$ cat src/rtl/instr_fetch_unit.sv
`default_nettype none
// ============================================================================
// Module      : instr_fetch_unit
// Description : Fetches four little-endian bytes from the byte-wide program
//               memory, assembles a 32-bit instruction and offers it to
//               decode over a valid/ready handshake. Owns the PC and stops
//               at a HALT word (opcode field 7'b0000001).
//               Optional macro FETCH_SKIP_NOP_EN: an all-zero word is
//               silently skipped instead of being presented.
// Revision    : 1.0 - initial release
// ============================================================================
module instr_fetch_unit #(
  parameter int ADDR_WIDTH  = 7,
  parameter int INSTR_WIDTH = 8
) (
  input  logic                   clk,
  input  logic                   rst,
  input  logic                   pmWrEn,
  output logic                   pmRdEn,
  output logic [ADDR_WIDTH-1:0]  pmRdAddr,
  input  logic [INSTR_WIDTH-1:0] pmRdData,
  output logic [31:0]            instrOut,
  output logic                   instrValid,
  input  logic                   instrReady,
  output logic [ADDR_WIDTH-1:0]  pcOut,
  output logic                   halted
);

  typedef enum logic [2:0] {
    S_IDLE  = 3'd0,
    S_FETCH = 3'd1,
    S_DRAIN = 3'd2,
    S_VALID = 3'd3,
    S_HALT  = 3'd4
  } state_t;

  localparam logic [6:0] HALT_OPCODE = 7'b0000001;

  state_t                  state, state_n;
  logic [1:0]              byte_cnt, byte_cnt_n;
  logic [ADDR_WIDTH-1:0]   pc, pc_n;
  logic [23:0]             asm_word, asm_word_n;
  logic                    rd_en, rd_en_n;
  logic [ADDR_WIDTH-1:0]   rd_addr, rd_addr_n;
  logic [31:0]             instr_out, instr_out_n;
  logic                    instr_valid, instr_valid_n;
  logic                    halted_q, halted_n;
  logic [31:0]             full_word;
  logic [7:0]              rd_byte;

  // Byte 3 arrives during DRAIN and is merged combinationally with bytes 0..2.
  assign rd_byte   = pmRdData[7:0];
  assign full_word = {rd_byte, asm_word};

  // Next-state and next-output logic; loader activity overrides everything.
  always_comb begin
    state_n       = state;
    byte_cnt_n    = byte_cnt;
    pc_n          = pc;
    asm_word_n    = asm_word;
    rd_en_n       = rd_en;
    rd_addr_n     = rd_addr;
    instr_out_n   = instr_out;
    instr_valid_n = instr_valid;
    halted_n      = halted_q;

    if (pmWrEn) begin
      state_n       = S_IDLE;
      byte_cnt_n    = 2'd0;
      pc_n          = '0;
      asm_word_n    = '0;
      rd_en_n       = 1'b0;
      rd_addr_n     = '0;
      instr_out_n   = '0;
      instr_valid_n = 1'b0;
      halted_n      = 1'b0;
    end else begin
      case (state)
        S_IDLE: begin
          state_n    = S_FETCH;
          byte_cnt_n = 2'd0;
          rd_en_n    = 1'b1;
          rd_addr_n  = pc;
        end

        S_FETCH: begin
          // Data for the read issued last cycle is on pmRdData now.
          case (byte_cnt)
            2'd1:    asm_word_n[7:0]   = rd_byte;
            2'd2:    asm_word_n[15:8]  = rd_byte;
            2'd3:    asm_word_n[23:16] = rd_byte;
            default: ;
          endcase
          if (byte_cnt == 2'd3) begin
            state_n = S_DRAIN;
            rd_en_n = 1'b0;
          end else begin
            byte_cnt_n = byte_cnt + 2'd1;
            rd_addr_n  = rd_addr + ADDR_WIDTH'(1);
          end
        end

        S_DRAIN: begin
          if (full_word[6:0] == HALT_OPCODE) begin
            state_n  = S_HALT;
            halted_n = 1'b1;
          end else begin
            state_n       = S_VALID;
            instr_out_n   = full_word;
            instr_valid_n = 1'b1;
`ifdef FETCH_SKIP_NOP_EN
            // A NOP parks in VALID for one cycle without being offered.
            if (full_word == 32'h0000_0000) begin
              instr_out_n   = instr_out;
              instr_valid_n = 1'b0;
            end
`endif
          end
        end

        S_VALID: begin
          if ((instr_valid && instrReady) || !instr_valid) begin
            // Transfer (or skipped NOP): advance PC and start the next fetch.
            instr_valid_n = 1'b0;
            pc_n          = pc + ADDR_WIDTH'(4);
            state_n       = S_FETCH;
            byte_cnt_n    = 2'd0;
            rd_en_n       = 1'b1;
            rd_addr_n     = pc + ADDR_WIDTH'(4);
          end
        end

        S_HALT: begin
          rd_en_n       = 1'b0;
          instr_valid_n = 1'b0;
          halted_n      = 1'b1;
        end

        default: begin
          state_n = S_IDLE;
        end
      endcase
    end
  end

  // State and registered outputs with asynchronous reset.
  always_ff @(posedge clk or posedge rst) begin
    if (rst) begin
      state       <= S_IDLE;
      byte_cnt    <= 2'd0;
      pc          <= '0;
      asm_word    <= '0;
      rd_en       <= 1'b0;
      rd_addr     <= '0;
      instr_out   <= '0;
      instr_valid <= 1'b0;
      halted_q    <= 1'b0;
    end else begin
      state       <= state_n;
      byte_cnt    <= byte_cnt_n;
      pc          <= pc_n;
      asm_word    <= asm_word_n;
      rd_en       <= rd_en_n;
      rd_addr     <= rd_addr_n;
      instr_out   <= instr_out_n;
      instr_valid <= instr_valid_n;
      halted_q    <= halted_n;
    end
  end

  assign pmRdEn     = rd_en;
  assign pmRdAddr   = rd_addr;
  assign instrOut   = instr_out;
  assign instrValid = instr_valid;
  assign pcOut      = pc;
  assign halted     = halted_q;

endmodule
`default_nettype wire

$ cat config.mk
export PLATFORM = sky130hd
export DESIGN_NAME = instr_fetch_unit
export DESIGN_NICKNAME = d
export VERILOG_FILES = /design/src/rtl/instr_fetch_unit.sv
export SDC_FILE = /design/constraint.sdc
export NUM_CORES = 1
export LEC_CHECK = 0
export BUFFER_PORTS_ARGS = -buffer_cell sky130_fd_sc_hd__buf_2
export CAP_MARGIN = 0
export CORE_MARGIN = 1
export CORE_UTILIZATION = 36
export DETAILED_ROUTE_END_ITERATION = 10
export GPL_TIMING_DRIVEN = 0
export HOLD_SLACK_MARGIN = 0.03
export PLACE_DENSITY = 0.52
export SYNTH_ARGS = -nofsm -noshare
export SYNTH_HDL_FRONTEND = slang
export SYNTH_SLANG_ARGS = --single-unit
export TNS_END_PERCENT = 5
$ cat constraint.sdc
create_clock -name clk -period 6.1 [get_ports clk]
set_input_delay 0.915 -clock clk [delete_from_list [all_inputs] [get_ports clk]]
set_output_delay 0.915 -clock clk [all_outputs]
set_load 0.05 [all_outputs]
==> results of run 1 <==
how the worst max path moves through the flow:
stage	endpoint	slack, ns	startpoint
global placement	instrOut[1]$_DFFE_PP0P_	2.17	rst
finish	pcOut[4]	4.07	pcOut[4]$_DFFE_PP0P_
floorplan	asm_word[0]$_DFFE_PP0P_	3.25	rst
detailed placement	instrOut[20]$_DFFE_PP0P_	3.68	pmWrEn
CTS	pcOut[4]	4.04	pcOut[4]$_DFFE_PP0P_
global route	instrOut[20]$_DFFE_PP0P_	3.93	pmWrEn
cells by family (layout without fill, tap and decap cells):
group                    Yosys count  in the layout
flip-flops                        76             76
multiplexers                       2              2
other                              1              2
AO/OA/AOI/OAI                     91             91
buffers and inverters             33            107
XOR/XNOR                           7              7
adder cells (fa/ha/maj)            5              5
AND/OR/NAND/NOR                  174            174
registers in the layout, summed over array words and instances, names as in the netlist:
signal / count
byte_cnt: 2
instrValid: 1
halted: 1
pmRdAddr: 7
asm_word: 24
pmRdEn: 1
pcOut: 5
state: 3
instrOut: 32
placed cells by master, fill, tap and decap left out, drive strengths merged, types with 7 or more instances in the layout:
cell type    n
clkbuf      21
inv          7
dfrtp       76
nand2      131
buf         73
a21oi       62
nor2        16
o21ai       14
nand3       10
layout make-up:
class,count,area [um2],area share (%)
plain buffers,27,182.7,4.128
clock buffers,9,123.9,2.799
clock inverters,7,98.84,2.234
inverters,6,25.02,0.5655
multi-input cells,281,1614,36.47
flip-flops and latches,76,1902,42.97
well taps,133,166.4,3.760
repair buffers,58,312.8,7.068
report_power, final:
part | switching, uW | total, uW | internal [uW] | leakage (uW)
registers | 23.2 | 549 | 526 | 0.00105
clock network | 195 | 427 | 232 | 0.000110
logic | 176 | 252 | 76.2 | 0.000815
metal layers:
layer | global-route usage [%] | up-vias
met3 | 3.902 | 11
met1 | 22.81 | 1358
li1 | - | 1429
met5 | 0 | -
met2 | 26.41 | 59
met4 | 5.487 | 0
through the flow:
step | power (uW) | setup slack [ns] | hold WS, ns | instances | area, um2
floorplan | 749.1 | 3.247 | 0.4991 | 390 | 3721
global placement | 811.1 | 2.167 | 0.4987 | 580 | 4173
global route | 1289 | 3.930 | 0.4923 | 597 | 4425
detailed placement | 815.2 | 3.677 | 0.4987 | 581 | 4203
CTS | 1245 | 4.040 | 0.4824 | 597 | 4425
finish | 1229 | 4.065 | 0.4845 | 597 | 4425
==> metrics.md, run 1 <==
| Metric | Value |
|---|---|
| Clock-pin slew on the worst setup and hold paths | 0.08 ns |
| Routed WL | approximately 8.4 mm |
| R2r startpoint | state[2]$_DFFE_PP0P_ |
| Post-cts repair resize count | 0 |
| Arrival time at the worst endpoint | around 1.1 ns |
| Post-synthesis mux area share | 0.5385% |
| Num CTS Buffers | 9 |
| Worst r2r dst | instrOut[26]$_DFFE_PP0P_ |
| Iteration count of the initial detailed-routing pass | 7 |
| Max layer used | met4 |
| GRT Residual Overflow | 0 |
| Tightest Pin Transition | 0.7447 ns |
| R2R setup slack | around 4.3 ns |
| CTS root buf | clkbuf_8 |
| Yosys cell types | 44 |
| Largest family of logic cells by synthesized area | simple AND/OR/NAND/NOR gates |
| Final Wtd Congestion | 0.7538 |
| Starting Density | 37.51% |
| Layout cell share with drive strength beyond 1 | 34.70% |
| Mapped Cells | around 390 |
| Compound-gate portion of the synthesized area | around 17% |
| Adder-Cell Fraction of Synth Area | 1.683% |
| Setup TNS | 0 ns |
| Syn_area_per_cell | 9.556 um2 |
| WP depth | 1 |
| Gr usage total | 16.80% |
| EDFF count, synth | 0 |
| Final Max Tran Viols | 0 |
| Cell with the most instances after synthesis | nand2_1 |
| DRT iter0 DRCs | 83 |
| Fin. Hold Viols | 0 |
| CTS Buffer Depth | 2 |
| CTS tree | yes |
| Met2 WL | 3.854 mm |
| Total core area | slightly below 0.01 mm2 |
| Yosys reg bits | 76 |
| WL met1 | 4.112 mm |
| Met3 WL | 348 um |
| Post-CTS Setup Bufs | 0 |
| Yosys top cell by area | dfrtp_1 |
| Number of global-route vias before repair | ~2800 |
| # rows | 36 |
| Critical path class | flop to primary output |
| Pin count of the biggest net entering global routing | 63 |
| Post-Route Utilization | 44.66% |
| Initial antenna violation count | 0 |
| Routed Antenna Nets | 0 |
| Clock Skew | around 0.0099 ns |
| Max incr delay on CP | 0.46 ns |
| Die area | 0.01074 mm2 |
| Fmax | 491.4 MHz |
| Final period util | 33.36% |
| Synth top cells by count | nand2_1, dfrtp_1, a21oi_1, a21oi_2, nand2_2 |
| Required @ worst endpoint | 5.18 ns |
| Antenna Cells | 0 |
| Peak VDD IR | 0.1758 mV |
| Critical Path Fanout Max | 7 |
| H-Tree Depth | 3 |
| CP Launch Type | flop |
| Total buffers and inverters traversed by the critical path | 1 |
| Static Leak | approximately 0.002 uW |
| Vias after detailed routing | 2857 |
| Slew headroom | 50.36% |
| Die Y | about 100 um |
| Min-delay worst type | primary input to asynchronous set/reset pin |
| Cell family with most CP delay | flip-flops |
| Post-Synth XOR/XNOR Area | 1.649% |
| Io pins | 61 |
| Endpoints failing setup | 0 |
| Number of fill cells | 1032 |
| Crit-path cells | buf_2 |
| Syn Std Cell Area | 0.003717 mm2 |
| R2R depth | 6 |
| Die width | around 100 um |
| Async SR Flop Fraction | 100.0% |
| IO buf count | 57 |
| Area contributors post-synth | dfrtp_1, nand2_1, a21oi_2 |
| Min Tclk post-route | 2.035 ns |
| First-pass GRT wire length | between 10 and 15 mm |
| Synthesis-to-finish area growth | 19.05% |
| Yosys warning total | 0 |
| Clk sinks | 76 |
| Outcome | complete, no violations |
| Worst-Skew Late Latency | 0.35 ns |
| Slowest cell on crit path | dfrtp_1 |
| Sequential element share of the synthesized area | 51.16% |
| Yosys top cell area share | 51.16% |
| Post-CTS Hold Buffers | 0 |
| RSZ-0062 raised after global routing | no |
| DRC | 0 |
| Drt wl/cell | between 10 and 15 um |
| Nets | 476 |
| PwrDens | 277.7 mW/mm2 |
| Avg Vias per Cell | 4.786 |
| Simple-gate share of the synthesized area | between 20 and 25% |
| Crit end category | primary output |
| Top FF cell, synth | dfrtp_1 |
| Max Cap Viol | 0 |
| Detailed Place HPWL | 6.173 mm |
No activity file was read; power rests on OpenSTA's default activity.
==> run 2, diff against run 1 <==
Clock period 6.1 ns to 1.9 ns, I/O delays scaled along.
==> metrics.md, run 2 (same netlist as run 1, synthesis figures left out) <==
| Metric | Value |
|---|---|
| CTS tree | yes (unchanged) |
| Number of fill cells | 1033 (was 1032) |
| Endpoints failing setup | 0 (unchanged) |
| Pin count of the biggest net entering global routing | 29 (was 63) |
| Max reg flops | 32 (unchanged) |
| CP startpoint | state[2]$_DFFE_PP0P_ (was pcOut[4]$_DFFE_PP0P_) |
| Most frequent cells in the layout | nand2_1, dfrtp_1, buf_2, a21oi_1, a21oi_2 (unchanged) |
| Min-delay worst type | primary input to asynchronous set/reset pin (unchanged) |
| Synthesis-to-finish area growth | 18.95% (was 19.05%) |
| IO buf count | 57 (unchanged) |
| Initial antenna violation count | 0 (unchanged) |
| Cell family with most CP delay | buffers and inverters (was flip-flops) |
| CP Launch Type | flop (unchanged) |
| Setup TNS | 0 ns (unchanged) |
| Avg Vias per Cell | 4.876 (was 4.786) |
| H-Tree Depth | 3 (unchanged) |
| Crit end category | flop (was primary output) |
| R2R setup slack | 0.12 ns (was 4.26 ns) |
| Drt wl/cell | 14.42 um (was 14.15 um) |
| Antenna Cells | 0 (unchanged) |
| GRT Residual Overflow | 0 (unchanged) |
| Max incr delay on CP | 0.50 ns (was 0.46 ns) |
| Die width | 103.6 um (unchanged) |
| Outcome | complete, no violations (unchanged) |
| Crit-path cells | inv_2, nand2_4, nor3_4, clkbuf_1, nand2_1, a21oi_2 (was buf_2) |
| Gr usage total | 17.08% (was 16.80%) |
| Io pins | 61 (unchanged) |
| Clock Skew | 0.008799 ns (was 0.009882 ns) |
| Fmax | 562.8 MHz |
| Static Leak | 0.001967 uW (was 0.001976 uW) |
| Post-DP Area | 0.004217 mm2 (was 0.004203 mm2) |
| Worst-Skew Late Latency | 0.36 ns (was 0.35 ns) |
| Fin. Hold Viols | 0 (unchanged) |
| Num CTS Buffers | 9 (unchanged) |
| Tightest Pin Transition | 0.7477 ns (was 0.7447 ns) |
| Starting Density | 37.51% (unchanged) |
| End of the critical path | instrOut[1]$_DFFE_PP0P_ (was pcOut[4]) |
| Number of global-route vias before repair | 2955 (was 2838) |
| Die Y | 103.6 um (unchanged) |
| Post-CTS Hold Buffers | 0 (unchanged) |
| R2r startpoint | state[2]$_DFFE_PP0P_ (unchanged) |
| Routed WL | 8.626 mm (was 8.449 mm) |
| Peak VDD IR | 0.4520 mV (was 0.1758 mV) |
| Area of the multi-input gates | 0.001614 mm2 (unchanged) |
| RSZ-0062 raised after global routing | yes (was no) |
| DRT iter0 DRCs | 94 (was 83) |
| Slew headroom | 50.15% (was 50.36%) |
| Total buffers and inverters traversed by the critical path | 2 (was 1) |
| CTS Buffer Depth | 2 (unchanged) |
| Critical path class | flop to flop (was flop to primary output) |
| Max Cap Viol | 0 (unchanged) |
| Worst r2r dst | instrOut[1]$_DFFE_PP0P_ (was instrOut[26]$_DFFE_PP0P_) |
| DRC | 0 (unchanged) |
| Clk sinks | 76 (unchanged) |
| # rows | 36 (unchanged) |
| Critical Path Fanout Max | 10 (was 7) |
| Routed Antenna Nets | 0 (unchanged) |
| Total core area | 0.009910 mm2 (unchanged) |
| Clock-pin slew on the worst setup and hold paths | 0.09 ns (was 0.08 ns) |
| Detailed Place HPWL | 6.226 mm (was 6.173 mm) |
| Final instance area | 0.004422 mm2 (was 0.004425 mm2) |
| First-pass GRT wire length | 14.67 mm (was 14.41 mm) |
| Slowest cell on crit path | dfrtp_1 (unchanged) |
| Nets | 477 (was 476) |
| Final period util | between 90% and 100% |
| Most common cell after layout, fill and taps aside | nand2_1 (unchanged) |
| Required @ worst endpoint | 2.19 ns (was 5.18 ns) |
| Arrival time at the worst endpoint | 2.07 ns (was 1.12 ns) |
| Iteration count of the initial detailed-routing pass | 4 (was 7) |
| Vias after detailed routing | 2916 (was 2857) |
| WP depth | 6 (was 1) |
| CTS root buf | clkbuf_8 (unchanged) |
| Final Max Tran Viols | 0 (unchanged) |
| Register area | 0.001902 mm2 (unchanged) |
| Min Tclk post-route | 1.777 ns |
| PwrDens | 875.2 mW/mm2 (was 277.7 mW/mm2) |
| Post-CTS Setup Bufs | 0 (unchanged) |
| Layout cell share with drive strength beyond 1 | 35.05% (was 34.70%) |
| R2R depth | 6 (unchanged) |
| Final Wtd Congestion | 0.7770 (was 0.7538) |
| Die area | 0.01074 mm2 (unchanged) |
[run 2: per-layer routing]
| layer | vias up | global-route usage (%) | routed length [um] |
|---|---|---|---|
| met3 | 17 | 3.839 | 328 |
| li1 | 1428 | - | - |
| met5 | - | 0 | 0 |
| met1 | 1410 | 22.56 | 4152 |
| met4 | 0 | 6.729 | 180 |
| met2 | 61 | 27.18 | 3965 |
[run 2: report_power, final]
part	internal (uW)	switching, uW	leakage, uW	total, uW
Clock	645	644	0.0000918	1290
Combinational	248	570	0.000823	818
Sequential	1690	72.9	0.00105	1760
Total	2580	1290	0.00197	3870
[run 2: area by class of cell]
class	instances	share of cell area, %
Buffer	27	4.188
Clock buffer	11	3.198
Clock inverter	5	1.387
Inverter	6	0.5942
Multi-Input combinational cell	281	36.50
Sequential cell	76	43.01
Tap cell	133	3.763
Timing Repair Buffer	59	7.357
[run 2: timing repair]
action,in CTS,in global routing
resized for setup,1,2
endpoints found under the setup margin,1,20
pin swaps,0,0
[run 2: worst min path at each step]
stage / startpoint / slack [ns] / cells after the start / endpoint
after global placement: halted$_DFFE_PP0P_ / 0.49 / 2 / halted$_DFFE_PP0P_
after floorplan: pmRdData[2] / 0.42 / 2 / asm_word[10]$_DFFE_PP0P_
after detailed placement: rst / 0.43 / 2 / pmRdEn$_DFFE_PP0P_
after CTS: rst / 0.04 / 2 / pcOut[4]$_DFFE_PP0P_
final: rst / 0.02 / 2 / halted$_DFFE_PP0P_
after global routing: rst / 0.07 / 2 / pcOut[6]$_DFFE_PP0P_
[run 2: worst reg2reg max path: stages (launching register included)]
cell and delay (ns):
dfrtp_1 0.50, inv_2 0.18, nand2_4 0.08, nor3_4 0.32, clkbuf_1 0.37, nand2_1 0.14
a21oi_2 0.13
[run 2: stage by stage]
step,cells,hold WS (ns),setup slack [ns],total power [uW],util [%]
global placement,580,0.4853,-0.003245,2605,42.15
floorplan,390,0.4157,0.04506,2406,-
global route,598,0.06706,-0.08471,4049,44.62
finish,598,0.01554,0.1232,3870,44.62
CTS,598,0.03760,0.06140,3912,44.61
detailed placement,582,0.4276,0.02210,2621,42.55
==> run 3, diff against run 2 <==
Settings changed: CAP_MARGIN 0 to 10, SETUP_SLACK_MARGIN set to 0.4.
==> metrics.md, run 3 (same netlist as run 1, synthesis figures left out) <==
| Metric | Value |
|---|---|
| Iteration count of the initial detailed-routing pass | 4 (unchanged) |
| Routed Antenna Nets | 0 (unchanged) |
| Post-CTS Hold Buffers | 0 (unchanged) |
| Drt wl/cell | 14.49 um (was 14.42 um) |
| Critical path class | flop to flop (unchanged) |
| CTS tree | yes (unchanged) |
| Num CTS Buffers | 9 (unchanged) |
| Antenna Cells | 0 (unchanged) |
| DRC | 0 (unchanged) |
| Io pins | 61 (unchanged) |
| Layout cell share with drive strength beyond 1 | 38.03% (was 35.05%) |
| CTS root buf | clkbuf_8 (unchanged) |
| Min Tclk post-route | 1.680 ns (was 1.777 ns) |
| Die area | 0.01074 mm2 (unchanged) |
| Avg Vias per Cell | 4.893 (was 4.876) |
| Crit-path cells | nor4_4, and3_4, buf_12, nor3_4, buf_4, o21ai_0, a21boi_0 (was inv_2, nand2_4, nor3_4, clkbuf_1, nand2_1, a21oi_2) |
| CP Launch Type | flop (unchanged) |
| IO buf count | 57 (unchanged) |
| Final Hold Slack | 0.01452 ns (was 0.01554 ns) |
| Vias after detailed routing | 2980 (was 2916) |
| Number of fill cells | 1017 (was 1033) |
| R2R setup slack | 0.22 ns (was 0.12 ns) |
| Min-delay worst type | primary input to asynchronous set/reset pin (unchanged) |
| Slew headroom | 49.99% (was 50.15%) |
| Area of the multi-input gates | 0.001640 mm2 (was 0.001614 mm2) |
| Clock-pin slew on the worst setup and hold paths | 0.08 ns (was 0.09 ns) |
| H-Tree Depth | 3 (unchanged) |
| Crit end category | flop (unchanged) |
| Max reg flops | 32 (unchanged) |
| Final cell count without fillers | 609 (was 598) |
| DP Worst Slack | 0.02210 ns (unchanged) |
| Starting Density | 37.51% (unchanged) |
| Max Cap Viol | 0 (unchanged) |
| PwrDens | 868.4 mW/mm2 (was 875.2 mW/mm2) |
| Final period util | 88.40% (was 93.51%) |
| Tightest Pin Transition | 0.7501 ns (was 0.7477 ns) |
| Placed insts | 582 (unchanged) |
| DRT iter0 DRCs | 93 (was 94) |
| RSZ-0062 raised after global routing | yes (unchanged) |
| Peak VDD IR | 0.4653 mV (was 0.4520 mV) |
| Most frequent cells in the layout | nand2_1, dfrtp_1, buf_2, nand2_2, a21oi_2 (was nand2_1, dfrtp_1, buf_2, a21oi_1, a21oi_2) |
| Arrival time at the worst endpoint | 1.91 ns (was 2.07 ns) |
| Synthesis-to-finish area growth | 23.19% (was 18.95%) |
| GRT Residual Overflow | 0 (unchanged) |
| # rows | 36 (unchanged) |
| R2r startpoint | asm_word[4]$_DFFE_PP0P_ (was state[2]$_DFFE_PP0P_) |
| Final Max Tran Viols | 0 (unchanged) |
| Register area | 0.001904 mm2 (was 0.001902 mm2) |
| Worst-Skew Late Latency | 0.36 ns (about the same) |
| Max incr delay on CP | 0.43 ns (was 0.50 ns) |
| Setup TNS | 0 ns (unchanged) |
| Endpoints failing setup | 0 (unchanged) |
| Fmax | 595.4 MHz (was 562.8 MHz) |
| First-pass GRT wire length | 14.87 mm (was 14.67 mm) |
| WP depth | 7 (was 6) |
| Pin count of the biggest net entering global routing | 29 (unchanged) |
| CTS Buffer Depth | 2 (unchanged) |
| Total buffers and inverters traversed by the critical path | 2 (unchanged) |
| Worst r2r dst | state[1]$_DFFE_PP0P_ (was instrOut[1]$_DFFE_PP0P_) |
| Nets | 488 (was 477) |
| Design Power | 3977 uW (was 3870 uW) |
| Fin. Hold Viols | 0 (unchanged) |
| Most common cell after layout, fill and taps aside | nand2_1 (unchanged) |
| Initial antenna violation count | 0 (unchanged) |
| Outcome | complete, no violations (unchanged) |
| Routed WL | 8.825 mm (was 8.626 mm) |
| Clk sinks | 76 (unchanged) |
| Cell family with most CP delay | simple AND/OR/NAND/NOR gates (was buffers and inverters) |
| Detailed Place HPWL | 6.226 mm (unchanged) |
| Die width | 103.6 um (unchanged) |
| Critical Path Fanout Max | 6 (was 10) |
| Gr usage total | 17.28% (was 17.08%) |
| Required @ worst endpoint | 2.13 ns (was 2.19 ns) |
| R2R depth | 7 (was 6) |
| Final Wtd Congestion | 0.7770 (unchanged) |
| Setup ws final | 0.2204 ns (was 0.1232 ns) |
| Total core area | 0.009910 mm2 (unchanged) |
| Die Y | 103.6 um (unchanged) |
| Static Leak | 0.002043 uW (was 0.001967 uW) |
| Clock Skew | 0.01077 ns (was 0.008799 ns) |
| Slowest cell on crit path | dfrtp_1 (unchanged) |
| Number of global-route vias before repair | 2983 (was 2955) |
==> run 3: where the power goes <==
part	leakage [uW]	total, uW	switching (uW)	internal, uW
clock network	0.0000918	1300	652	646
logic	0.000903	916	594	322
registers	0.00105	1760	72.4	1690
==> run 3: area by class of cell <==
type | count | share of cell area (%)
flip-flops and latches | 76 | 41.58
multi-input cells | 281 | 35.82
repair buffers | 70 | 9.126
clock inverters | 5 | 1.339
well taps | 133 | 3.634
clock buffers | 11 | 3.087
inverters | 6 | 0.5738
plain buffers | 27 | 4.836
==> run 3: per-layer routing <==
layer | share of wire [%] | global-route usage [%] | up-vias
li1 | - | - | 1454
met1 | 48 | 22.51 | 1441
met2 | 46 | 27.95 | 65
met3 | 3.9 | 3.839 | 20
met4 | 2.2 | 6.729 | 0
met5 | 0 | 0 | -
==> run 3: timing repair <==
| item | 4_1_cts | 5_1_grt |
|---|---|---|
| hold endpoints to repair | 0 | 0 |
| setup endpoints to repair | 72 | 75 |
| buffers inserted | 5 | 5 |
| cloned | 0 | 1 |
| pin swaps | 2 | 2 |
| gates resized for setup | 9 | 17 |
==> run 3: worst max-delay path by stage <==
| stage | to | from |
|---|---|---|
| global placement | instrOut[26]$_DFFE_PP0P_ | state[2]$_DFFE_PP0P_ |
| detailed placement | instrOut[26]$_DFFE_PP0P_ | state[2]$_DFFE_PP0P_ |
| global route | instrOut[10]$_DFFE_PP0P_ | asm_word[5]$_DFFE_PP0P_ |
| finish | state[1]$_DFFE_PP0P_ | asm_word[4]$_DFFE_PP0P_ |
| CTS | pmRdAddr[5]$_DFFE_PP0P_ | state[1]$_DFFE_PP0P_ |
| floorplan | pmRdAddr[6]$_DFFE_PP0P_ | pcOut[2]$_DFFE_PP0P_ |
==> run 3: through the flow <==
step | util [%] | instance area (um2)
2_1_floorplan | - | 3725
3_3_place_gp | 42.15 | 4177
3_5_place_dp | 42.55 | 4217
4_1_cts | 45.38 | 4497
5_1_grt | 46.21 | 4579
6_report | 46.21 | 4579
